## src/rtl/vec_ctrl_pkg.sv

```systemverilog
// Shared types for the vector datapath sequencer: phase encoding, phase order
// and the default pass-counter width.
package vec_ctrl_pkg;

    localparam int CNTW_DEFAULT = 16;

    typedef enum logic [2:0] {
        IDLE   = 3'd0,
        LOAD_A = 3'd1,
        LOAD_B = 3'd2,
        MUL    = 3'd3,
        ADD1   = 3'd4,
        ADD2   = 3'd5,
        FIN    = 3'd6
    } vec_phase_t;

    // FIN maps to IDLE here; the restart-or-stop choice after FIN is made by the caller.
    function automatic vec_phase_t phase_next(input vec_phase_t ph);
        case (ph)
            IDLE:    phase_next = LOAD_A;
            LOAD_A:  phase_next = LOAD_B;
            LOAD_B:  phase_next = MUL;
            MUL:     phase_next = ADD1;
            ADD1:    phase_next = ADD2;
            ADD2:    phase_next = FIN;
            default: phase_next = IDLE;
        endcase
    endfunction

endpackage

```

## src/rtl/lane_onehot_dec.sv

```systemverilog
// Lane index to one-hot decoder; all-zero output when valid is low.
module lane_onehot_dec #(
    parameter  int LANES = 4,
    localparam int IDXW  = $clog2(LANES)
) (
    input  logic [IDXW-1:0]  idx,
    input  logic             valid,
    output logic [LANES-1:0] onehot
);

    generate
        for (genvar gi = 0; gi < LANES; gi++) begin : g_lane
            assign onehot[gi] = valid && (idx == IDXW'(gi));
        end
    endgenerate

endmodule

```

## src/rtl/vec_seq_ctrl.sv

```systemverilog
// On-request sequencer for the vector datapath: walks LOAD_A..FIN one lane per
// cycle, with stall, abort, continuous mode, done pulse and a pass counter.
module vec_seq_ctrl
    import vec_ctrl_pkg::*;
#(
    parameter  int LANES = 4,
    parameter  int CNTW  = CNTW_DEFAULT,
    localparam int IDXW  = $clog2(LANES)
) (
    input  logic             clk,
    input  logic             rst_n,
    input  logic             start,
    input  logic             mode_cont,
    input  logic             stall,
    input  logic             abort,
    output logic             busy,
    output logic             done,
    output logic [IDXW-1:0]  lane_idx,
    output logic [LANES-1:0] en_a,
    output logic [LANES-1:0] en_b,
    output logic [LANES-1:0] en_add1,
    output logic [LANES-1:0] en_add2,
    output logic [LANES-1:0] en_f,
    output logic             save_c,
    output logic [CNTW-1:0]  pass_cnt
);

    vec_phase_t      ph_reg, ph_next;
    logic [IDXW-1:0] idx_reg, idx_next;
    logic [CNTW-1:0] cnt_reg, cnt_next;

    logic             active;
    logic             last_lane;
    logic             go;
    logic             dec_valid;
    logic [LANES-1:0] dec_onehot;

    always_ff @(posedge clk or negedge rst_n) begin
        if (!rst_n) begin
            ph_reg  <= IDLE;
            idx_reg <= '0;
            cnt_reg <= '0;
        end else begin
            ph_reg  <= ph_next;
            idx_reg <= idx_next;
            cnt_reg <= cnt_next;
        end
    end

    assign busy      = (ph_reg != IDLE);
    assign active    = busy && !stall;
    assign last_lane = (idx_reg == IDXW'(LANES - 1));
    assign go        = start || mode_cont;
    assign done      = active && !abort && (ph_reg == FIN) && last_lane;

    always_comb begin
        ph_next  = ph_reg;
        idx_next = idx_reg;
        cnt_next = cnt_reg;
        if (abort) begin
            ph_next  = IDLE;
            idx_next = '0;
        end else if (ph_reg == IDLE) begin
            if (go) begin
                ph_next  = LOAD_A;
                idx_next = '0;
            end
        end else if (active) begin
            if (last_lane) begin
                idx_next = '0;
                if (ph_reg == FIN) begin
                    cnt_next = cnt_reg + CNTW'(1);
                    ph_next  = go ? LOAD_A : IDLE;
                end else begin
                    ph_next = phase_next(ph_reg);
                end
            end else begin
                idx_next = idx_reg + IDXW'(1);
            end
        end
    end

    // One shared decoder; its output is steered to whichever phase is active.
    assign dec_valid = active && (ph_reg != MUL);

    lane_onehot_dec #(.LANES(LANES)) u_dec (
        .idx    (idx_reg),
        .valid  (dec_valid),
        .onehot (dec_onehot)
    );

    assign en_a    = (ph_reg == LOAD_A) ? dec_onehot : '0;
    assign en_b    = (ph_reg == LOAD_B) ? dec_onehot : '0;
    assign en_add1 = (ph_reg == ADD1)   ? dec_onehot : '0;
    assign en_add2 = (ph_reg == ADD2)   ? dec_onehot : '0;
    assign en_f    = (ph_reg == FIN)    ? dec_onehot : '0;
    assign save_c  = active && (ph_reg == MUL);

    assign lane_idx = idx_reg;
    assign pass_cnt = cnt_reg;

endmodule

```

## config.mk

```make
export PLATFORM = sky130hd
export DESIGN_NAME = vec_seq_ctrl
export DESIGN_NICKNAME = d
export VERILOG_FILES = /design/src/rtl/vec_ctrl_pkg.sv /design/src/rtl/lane_onehot_dec.sv /design/src/rtl/vec_seq_ctrl.sv
export SDC_FILE = /design/constraint.sdc
export NUM_CORES = 1
export LEC_CHECK = 0
export CORE_ASPECT_RATIO = 0.75
export CORE_MARGIN = 3
export CORE_UTILIZATION = 45
export CTS_BUF_LIST = sky130_fd_sc_hd__clkbuf_8
export CTS_CLUSTER_DIAMETER = 80
export DETAILED_ROUTE_END_ITERATION = 8
export HOLD_SLACK_MARGIN = 0.03
export PLACE_DENSITY = 0.81
export REMOVE_ABC_BUFFERS = 1
export SYNTH_ARGS = -nofsm -noshare
export SYNTH_HDL_FRONTEND = slang
export SYNTH_SLANG_ARGS = --single-unit
```

## constraint.sdc

```tcl
create_clock -name clk -period 2.2 [get_ports clk]
set_input_delay 0.22 -clock clk [delete_from_list [all_inputs] [get_ports clk]]
set_output_delay 0.22 -clock clk [all_outputs]
set_load 0.005 [all_outputs]
```

Yosys cells after proc, flatten, opt, wreduce, memory -nomap -nowiden
Cells that the tools add are included.
Widths: inputs -> output; s select.

storage, ports and cells
  register bits after elaboration = 21
  latch bits = 0
  bits in writable memories = 0
  ROM bits = 0
  input port bits = 6
  output and inout bits = 41
  logic and storage cells = 57
  memories kept = 0

cells by class
  add/subtract/negate cells = 2
  multipliers = 0
  div/mod/pow operators = 0
  magnitude comparators = 0
  eq/ne operators = 11
  shifts and indexed selects = 0
  multiplexer cells = 18
  bitwise logic cells = 2
  reductions and logical operators = 21

operators by type and width
  kind                   number
  $mux 4                 5
  $mux 3                 6
  $add 16x1->16 const B  1
  $pmux 3 s5             1
  $logic_and 1x1->1      10
  $mux 2                 5
  $eq 3x3->1 const B     3
  $reduce_bool 3->1      3
  $eq 3x2->1 const B     2
  $reduce_and 5->1       1
  $eq 2x2->1 const B     2
  $eq 3x1->1 const B     1
  $logic_not 3->1        1
  $ne 3x2->1 const B     1
  $ne 3x3->1 const B     1
  $reduce_and 3->1       1
  $add 2x1->2 const B    1
  $eq 2x1->1 const B     1
  $logic_not 1->1        2
  $logic_not 2->1        1
  $not 1->1              2
  $reduce_and 2->1       1
  $logic_or 1x1->1       1
  $mux 1                 1

Longest topological paths before layout
Gate-level depths: netlist (run 1).

  depth after elaboration = 7
  gate-level depth with buffers = 8
  mapped depth without buffers = 6

Hierarchy
Synthesis (run 1) repeated with hierarchy kept, for this count alone.

unflattened totals
  cells, all modules = 139
  area, all modules = 1251.2 um2

modules (own cells, without submodules)
  module           instances  cells each  area each (um2)  sequential area each (um2)
  vec_seq_ctrl     1          135         1213.7           525.5
  lane_onehot_dec  1          4           37.5             0.0

Least setup slack after synthesis (run 1)
Ideal clock, no wire load.

  path kind = register to register
  from = reg ph_reg[0]
  to = reg cnt_reg[1], in the netlist pass_cnt[1]
  setup time = 0.125 ns
  arrival time = 1.621 ns
  data required time = 2.075 ns
  path slack = 0.454 ns
  cell stages (with the launch flop) = 7
  path buffers = 2
  clock period less this slack = 1.746 ns
  cells stage by stage = dfrtp_1 -> or3b_1 -> buf_6 -> or2_1 -> buf_6 -> inv_2 -> mux2_2

on the way
  cells in the longest elaborated chain, start to end = 3
  elaborated cells on any way between the ends = 6
  those cells by class = 1 x eq/ne; 1 x bitwise; 4 x reduce/logical

ends and longest elaborated chain
  what                                                  line                                    text
  start: declaration                                    vec_seq_ctrl.sv:28                      vec_phase_t ph_reg, ph_next;
  start signal: assignment                              vec_seq_ctrl.sv:44                      ph_reg <= ph_next;
  $reduce_bool 3->1 or $logic_not 3->1 (tied branches)  vec_seq_ctrl.sv:50, vec_seq_ctrl.sv:63
  $logic_and 1x1->1 or $not 1->1 (tied branches)        --
  $reduce_and 5->1 (no source line) (*)                 --
  end signal: assignment                                vec_seq_ctrl.sv:46                      cnt_reg <= cnt_next;
  end: declaration                                      vec_seq_ctrl.sv:30                      logic [CNTW-1:0] cnt_reg, cnt_next;

Mark *: on every way between the ends. The rest lies on a longest branch, timed or not.
A chain may end at the register's enable or synchronous reset.

Final worst setup path (run 1)
  from = in stall
  to = out done

on the way
  cells in the longest elaborated chain, start to end = 5

ends and longest elaborated chain
  what                            line                text
  start: declaration              vec_seq_ctrl.sv:14  input logic stall,
  $logic_not 1->1                 vec_seq_ctrl.sv:51  assign active = busy && !stall;
  $logic_and 1x1->1               vec_seq_ctrl.sv:51
  $logic_and 1x1->1 (3 in a row)  vec_seq_ctrl.sv:54  assign done = active && !abort && (ph_reg == FIN) && last_lane;
  end: declaration                vec_seq_ctrl.sv:17  output logic done,

Every way passes these cells.

==> results of run 1 <==
-- worst max-delay path by stage --
stage,startpoint,endpoint,slack [ns],cells after the start
5_1_grt,stall,done,0.002,5
6_report,stall,done,0.06,5
3_3_place_gp,stall,en_a[2],0.04,5
2_1_floorplan,ph_reg[1],pass_cnt[1],0.34,4
4_1_cts,stall,en_a[2],0.02,5
3_5_place_dp,stall,en_a[3],-0.007,5
-- power breakdown --
part	internal, mW	switching, mW	total, mW
Clock	0.124	0.113	0.237
Sequential	0.389	0.00312	0.392
Combinational	0.0365	0.0368	0.0733
-- area by class of cell --
cell class | instances | area, um2
clock inverter | 1 | 3.754
clock buffer | 3 | 41.29
multi-input combinational | 104 | 690.7
tap | 34 | 42.54
sequential | 21 | 529.3
fill | 185 | 600.6
inverter | 5 | 18.77
timing repair buffer | 58 | 550.5
-- cells by family (layout without fill, tap and decap cells) --
logic type,count (synthesis),after routing,synth area share [%]
adders and majority gates,5,5,4.950
DFF,21,21,41.58
AOI/OAI and AO/OA,7,7,3.366
muxes,2,2,1.782
xor gates and xnor gates,15,15,10.40
buffers and inverters,11,67,5.049
and+or+nand+nor,75,75,32.87
-- timing repair --
| item | CTS | global route |
|---|---|---|
| endpoints found under the setup margin | 2 | 10 |
| gates resized for setup | 1 | 8 |
| setup buffers | 0 | 0 |
-- stage by stage --
step           power [mW]  std cells  area, um2  worst slack, ns
2_1_floorplan      0.4251        130       1219           0.3351
3_3_place_gp       0.4671        222       1812          0.04499
3_5_place_dp       0.4696        222       1812        -0.006581
4_1_cts            0.7066        226       1859          0.02452
5_1_grt            0.7365        226       1877         0.002222
6_report           0.7024        226       1877          0.05500
-- routing by layer --
| layer | vias up | part of all wire, % | wire, um |
|---|---|---|---|
| met3 | 7 | 4.5 | 148 |
| li1 | 564 | - | - |
| met1 | 566 | 44 | 1437 |
| met5 | - | 0 | 0 |
| met4 | 0 | 1.6 | 53 |
| met2 | 33 | 50 | 1631 |
-- cells in the mapped netlist (all sizes together) --
library cell	n	share of area [%]
a21oi	4	1.6
a22oi	1	0.59
a311o	1	0.79
and2	6	3.0
and2b	1	0.69
and3	1	0.50
and4	1	0.69
buf	3	2.7
clkbuf	3	0.89
dfrtp	21	42
ha	5	5.0
inv	5	1.5
mux2	2	1.8
nand2	13	3.9
nand2b	3	1.5
nand3	6	2.4
nand3b	3	1.8
nand4	3	1.5
nand4b	1	0.69
nor2	24	7.1
nor3	5	3.7
nor3b	1	0.59
nor4	3	2.5
o21ai	1	0.40
or2	1	0.50
or3	1	0.59
or3b	2	1.4
xnor2	9	6.2
xor2	6	4.2
==> reports/qor.txt, run 1 <==
Critical-path top delay cell: clkdlybuf4s50_1
First-pass GRT wire length: 5382 um
Critical path class: in -> out
Grt met3 use: 4.752%
Post-synth cell types: 34
Synth Area per Inst: 9.292 um2
Fmax: 0.4662 GHz
RSZ-0062 raised after global routing: no
Clock transition at the registers of the reported paths: 0.07 ns
Via count: 1170
Status: completed
Std-Cell Rows: 15
Maximum vdd drop: 0.0002837 V
GRT Residual Overflow: 0
Core footprint: 2477 um2
Synthesized area: 1264 um2
I/O Buffers: 46
Pin slew with the least headroom to its limit: 0.5332 ns
Largest register FFs: 16
Routing usage on met2: 34.42%
Starting density of the core: 51.01%
Fin util: 75.76%
Vias in the first global route: 1118
Commonest non-fill, non-tap cells in the layout: clkdlybuf4s50_1, nor2_1, dfrtp_1, nand2_1, buf_4
CTS sink count: 21
Ratio of cells with drive above 1 in the final layout: 17.19%
Final Wtd Congestion: 0.8108
CP arrival: 1.92 ns
Maximum clock path buffer count: 2
Post-Synthesis Cells: 136
Residual DRC: 0
Die area: 3487 um2
Fin. Hold Viols: 0
Die X: 67.19 um
DR vias/cell: 5.177
Post-Route Skew: 0.001465 ns
Busiest grt layer: met2
Hold Slack: 0.3152 ns
Hold buffers post-CTS: 0
Crit-path cells: clkdlybuf4s50_1 -> or3b_4 -> or2_1 -> inv_2 -> clkdlybuf4s50_1
Initial antenna violation count: 0
GR met1 Demand/Resource: 27.31%
Slew Viols, Final: 0
Final period util: 97.50%
Tmin final: 2.145 ns
Synth-to-layout area growth: 48.51%
Worst R2R Setup Slack: 0.39 ns
Final nets: 204
Commonest non-fill, non-tap cell in the layout: clkdlybuf4s50_1
Req. time, crit path: 1.98 ns
Detail Placement HPWL: 2584 um
Post-synthesis sequential area ratio: 41.58%
IO Count: 47
Die Height: 51.90 um
Setup crit end kind: primary output
ANT cells: 0
Leakage: 0.8018 nW
Max-Cap Viols: 0
Reg2Reg Launch Point: ph_reg[1]
Delay-heaviest family, CP: buffers and inverters
Fin Setup TNS: 0 ns
Tot GR Track Use: 20.60%
Ys Warns: 0
Largest net degree at the start of global routing: 22
1st-iter DRT viols: 80
CTS H-Tree Depth: 1
Buf+Inv Stages, Crit Path: 3
CP max FO: 4
Most used cell, CP: clkdlybuf4s50_1
Register bit count reported by yosys: 21
First-pass DRT Iterations: 5
CTS tree: built
PD cells: 374.3 nW/um2
Worst r2r path cells: 5
Crit path launch type: primary input
Final ANT Viol Nets: 0
Later-pin clock latency in the skew report: 0.25 ns
Root buf cell: clkbuf_8
Post-DR wirelength/cell: 14.47 um
Crit path largest cell delay: 0.49 ns
Final setup fails: 0
Hold Crit Class: in -> async
TritonCTS Buffers: 3
R2R Path End: lane_idx[1]
Final WL: 3270 um
Max-Slew Margin vs Limit: 64.18%
No activity file was read; power rests on OpenSTA's default activity.
==> inputs of run 2 (changes only) <==
Settings changed: ABC_AREA from default to 1, CORE_UTILIZATION 45 to 48, PLACE_DENSITY 0.81 to 0.83.
==> run 2 against run 1 <==
Effect of this change: critical path depth up 3; sequential share of layout area is 3.0 points lower; routed wire length increased by 14%; first-iteration DRC count rose by 19%; hold slack got worse by 0.023 ns; critical path type is now reg -> out; largest cell class unchanged; largest power group is now combinational logic.
==> reports/qor.txt, run 2 <==
Synth Area per Inst: 6.823 um2 (was 9.292 um2)
Die Height: 53.54 um (was 51.90 um)
Critical path class: reg -> out (was in -> out)
Critical-path top delay cell: clkdlybuf4s50_1 (unchanged)
Hold Crit Class: in -> async (unchanged)
Via count: 1527 (was 1170)
Crit path largest cell delay: 0.50 ns (was 0.49 ns)
Slew Viols, Final: 0 (unchanged)
Fmax: 0.4666 GHz (was 0.4662 GHz)
Ys Warns: 0 (unchanged)
Setup crit end kind: primary output (unchanged)
Synth Flop Type: dfrtp_1 (unchanged)
Final nets: 281 (was 204)
# fillers: 205 (was 185)
Ratio of cells with drive above 1 in the final layout: 11.15% (was 17.19%)
Synthesized area: 1446 um2 (was 1264 um2)
Final setup margin: 0.05697 ns (was 0.05500 ns)
Post-place setup slack: 0.07559 ns (was -0.006581 ns)
CP max FO: 7 (was 4)
Crit path launch type: flop (was primary input)
First-pass GRT wire length: 5885 um (was 5382 um)
Crit-path cells: inv_2 -> nand3_4 -> nand2_4 -> a31oi_4 -> buf_6 -> nand3_1 -> inv_1 -> clkdlybuf4s50_1 (was clkdlybuf4s50_1 -> or3b_4 -> or2_1 -> inv_2 -> clkdlybuf4s50_1)
Final ANT Viol Nets: 0 (unchanged)
Synth-to-layout area growth: 43.94% (was 48.51%)
Clock transition at the registers of the reported paths: 0.07 ns (about the same)
Commonest non-fill, non-tap cells in the layout: nand2_1, clkdlybuf4s50_1, nor2_1, inv_1 (was clkdlybuf4s50_1, nor2_1, dfrtp_1, nand2_1, buf_4)
Final period util: 97.41% (was 97.50%)
Hold Slack: 0.2923 ns (was 0.3152 ns)
Later-pin clock latency in the skew report: 0.26 ns (was 0.25 ns)
Maximum vdd drop: 0.0004154 V (was 0.0002837 V)
Max-Slew Margin vs Limit: 71.59% (was 64.18%)
Die X: 69.39 um (was 67.19 um)
Register bit count reported by yosys: 21 (unchanged)
Final WL: 3728 um (was 3270 um)
Pin slew with the least headroom to its limit: 0.4246 ns (was 0.5332 ns)
Post-DR wirelength/cell: 12.22 um (was 14.47 um)
Die area: 3715 um2 (was 3487 um2)
PD cells: 582.6 nW/um2 (was 374.3 nW/um2)
Largest register FFs: 16 (unchanged)
Routing usage on met2: 28.32% (was 34.42%)
RSZ-0062 raised after global routing: yes (was no)
Grt met3 use: 5.410% (was 4.752%)
EDFF count, synth: 0 (unchanged)
Area of the multi-input gates: 817.0 um2 (was 690.7 um2)
1st-iter DRT viols: 95 (was 80)
Status: completed (unchanged)
TritonCTS Buffers: 3 (unchanged)
CTS sink count: 21 (unchanged)
GRT Residual Overflow: 0 (unchanged)
Top cell type by total area after synthesis: dfrtp_1 (unchanged)
CP arrival: 1.92 ns (about the same)
Fin. Hold Viols: 0 (unchanged)
Post-Route Skew: 0.003393 ns (was 0.001465 ns)
Root buf cell: clkbuf_8 (unchanged)
Synth top area share: 36.33% (was 41.58%)
Post-Synthesis Cells: 212 (was 136)
Top-count cell post-synth: nand2_1 (was nor2_1)
Tot GR Track Use: 19.95% (was 20.60%)
I/O Buffers: 46 (unchanged)
First-pass DRT Iterations: 4 (was 5)
Buf+Inv Stages, Crit Path: 4 (was 3)
Residual DRC: 0 (unchanged)
Leakage: 1.007 nW (was 0.8018 nW)
Post-synth cell types: 21 (was 34)
CTS tree: built (unchanged)
Final Wtd Congestion: 0.8144 (was 0.8108)
Detail Placement HPWL: 2836 um (was 2584 um)
Max-Cap Viols: 0 (unchanged)
Largest net degree at the start of global routing: 22 (unchanged)
ANT cells: 0 (unchanged)
Post-synthesis sequential area ratio: 36.33% (was 41.58%)
Vias in the first global route: 1236 (was 1118)
IO Count: 47 (unchanged)
Asr flop ratio synth: 100.0% (unchanged)
Synth area leaders: dfrtp_1, nand2_1, nor2_1 (was dfrtp_1, nor2_1, xnor2_1)
Busiest grt layer: met1 (was met2)
Initial antenna violation count: 0 (unchanged)
Req. time, crit path: 1.98 ns (about the same)
Pwr Total: 1.213 mW (was 0.7024 mW)
Seq. cell area: 525.5 um2 (was 529.3 um2)
Final setup fails: 0 (unchanged)
Core footprint: 2743 um2 (was 2477 um2)
Maximum clock path buffer count: 2 (unchanged)
Std-Cell Rows: 16 (was 15)
Starting density of the core: 52.74% (was 51.01%)
Commonest non-fill, non-tap cell in the layout: nand2_1 (was clkdlybuf4s50_1)
Tmin final: 2.143 ns (was 2.145 ns)
CTS H-Tree Depth: 1 (unchanged)
Fin Setup TNS: 0 ns (unchanged)
GR met1 Demand/Resource: 30.71% (was 27.31%)
DR vias/cell: 5.007 (was 5.177)
Delay-heaviest family, CP: buffers and inverters (unchanged)
Top cells by count, synth: nand2_1, nor2_1, inv_1, dfrtp_1, nand3_1 (was nor2_1, dfrtp_1, nand2_1, xnor2_1)
run 2: layout make-up:
cell class	instances	share of cell area, %
tap	36	2.163
timing repair buffer	56	26.50
clock inverter	1	0.1803
clock buffer	3	1.983
sequential	21	25.24
multi-input combinational	162	39.24
inverter	26	4.687
run 2: metal layers:
layer / routed length (um) / vias up
li1: - / 778
met1: 1861 / 693
met2: 1545 / 54
met3: 308 / 2
met4: 12 / 0
met5: 0 / -
run 2: logic make-up after synthesis:
kind of cell	synth area share, %
simple gates	41.09
compound gates	5.449
fa+ha+maj	4.325
buf+inv	8.563
xor+xnor	4.239
flops	36.33
run 2: repair_timing:
item / 4_1_cts / 5_1_grt
pin swaps: 0 / 1
gates resized for setup: 1 / 16
hold buffers: 0 / 0
setup buffers: 1 / 2
setup endpoints to repair: 16 / 16
run 2: path summary, 6_finish.rpt:
kind	startpoint	slack [ns]	cells past startpoint	end
min in group clk	pass_cnt[5]	0.52	1	pass_cnt[5]
hold reg to reg	pass_cnt[5]	0.52	1	pass_cnt[5]
hold / removal	rst_n	0.29	2	pass_cnt[8]
max in group asynchronous	rst_n	1.69	2	pass_cnt[11]
setup reg to reg	lane_idx[0]	0.53	7	pass_cnt[7]
setup / recovery	ph_reg[2]	0.06	8	en_add1[0]
run 2: report_power, final:
| group | internal [mW] | leakage [nW] | switching [mW] |
|---|---|---|---|
| sequential | 0.413 | 0.280 | 0.0242 |
| clock | 0.124 | 0.0269 | 0.121 |
| combinational | 0.218 | 0.700 | 0.313 |
| total | 0.755 | 1.01 | 0.458 |
run 2: per-stage QoR:
step	utilization (%)	instance area, um2	instances
6_report	75.91	2082	305
5_1_grt	75.91	2082	305
4_1_cts	74.04	2031	303
3_5_place_dp	72.13	1978	298
3_3_place_gp	72.13	1978	298
2_1_floorplan	-	1420	209
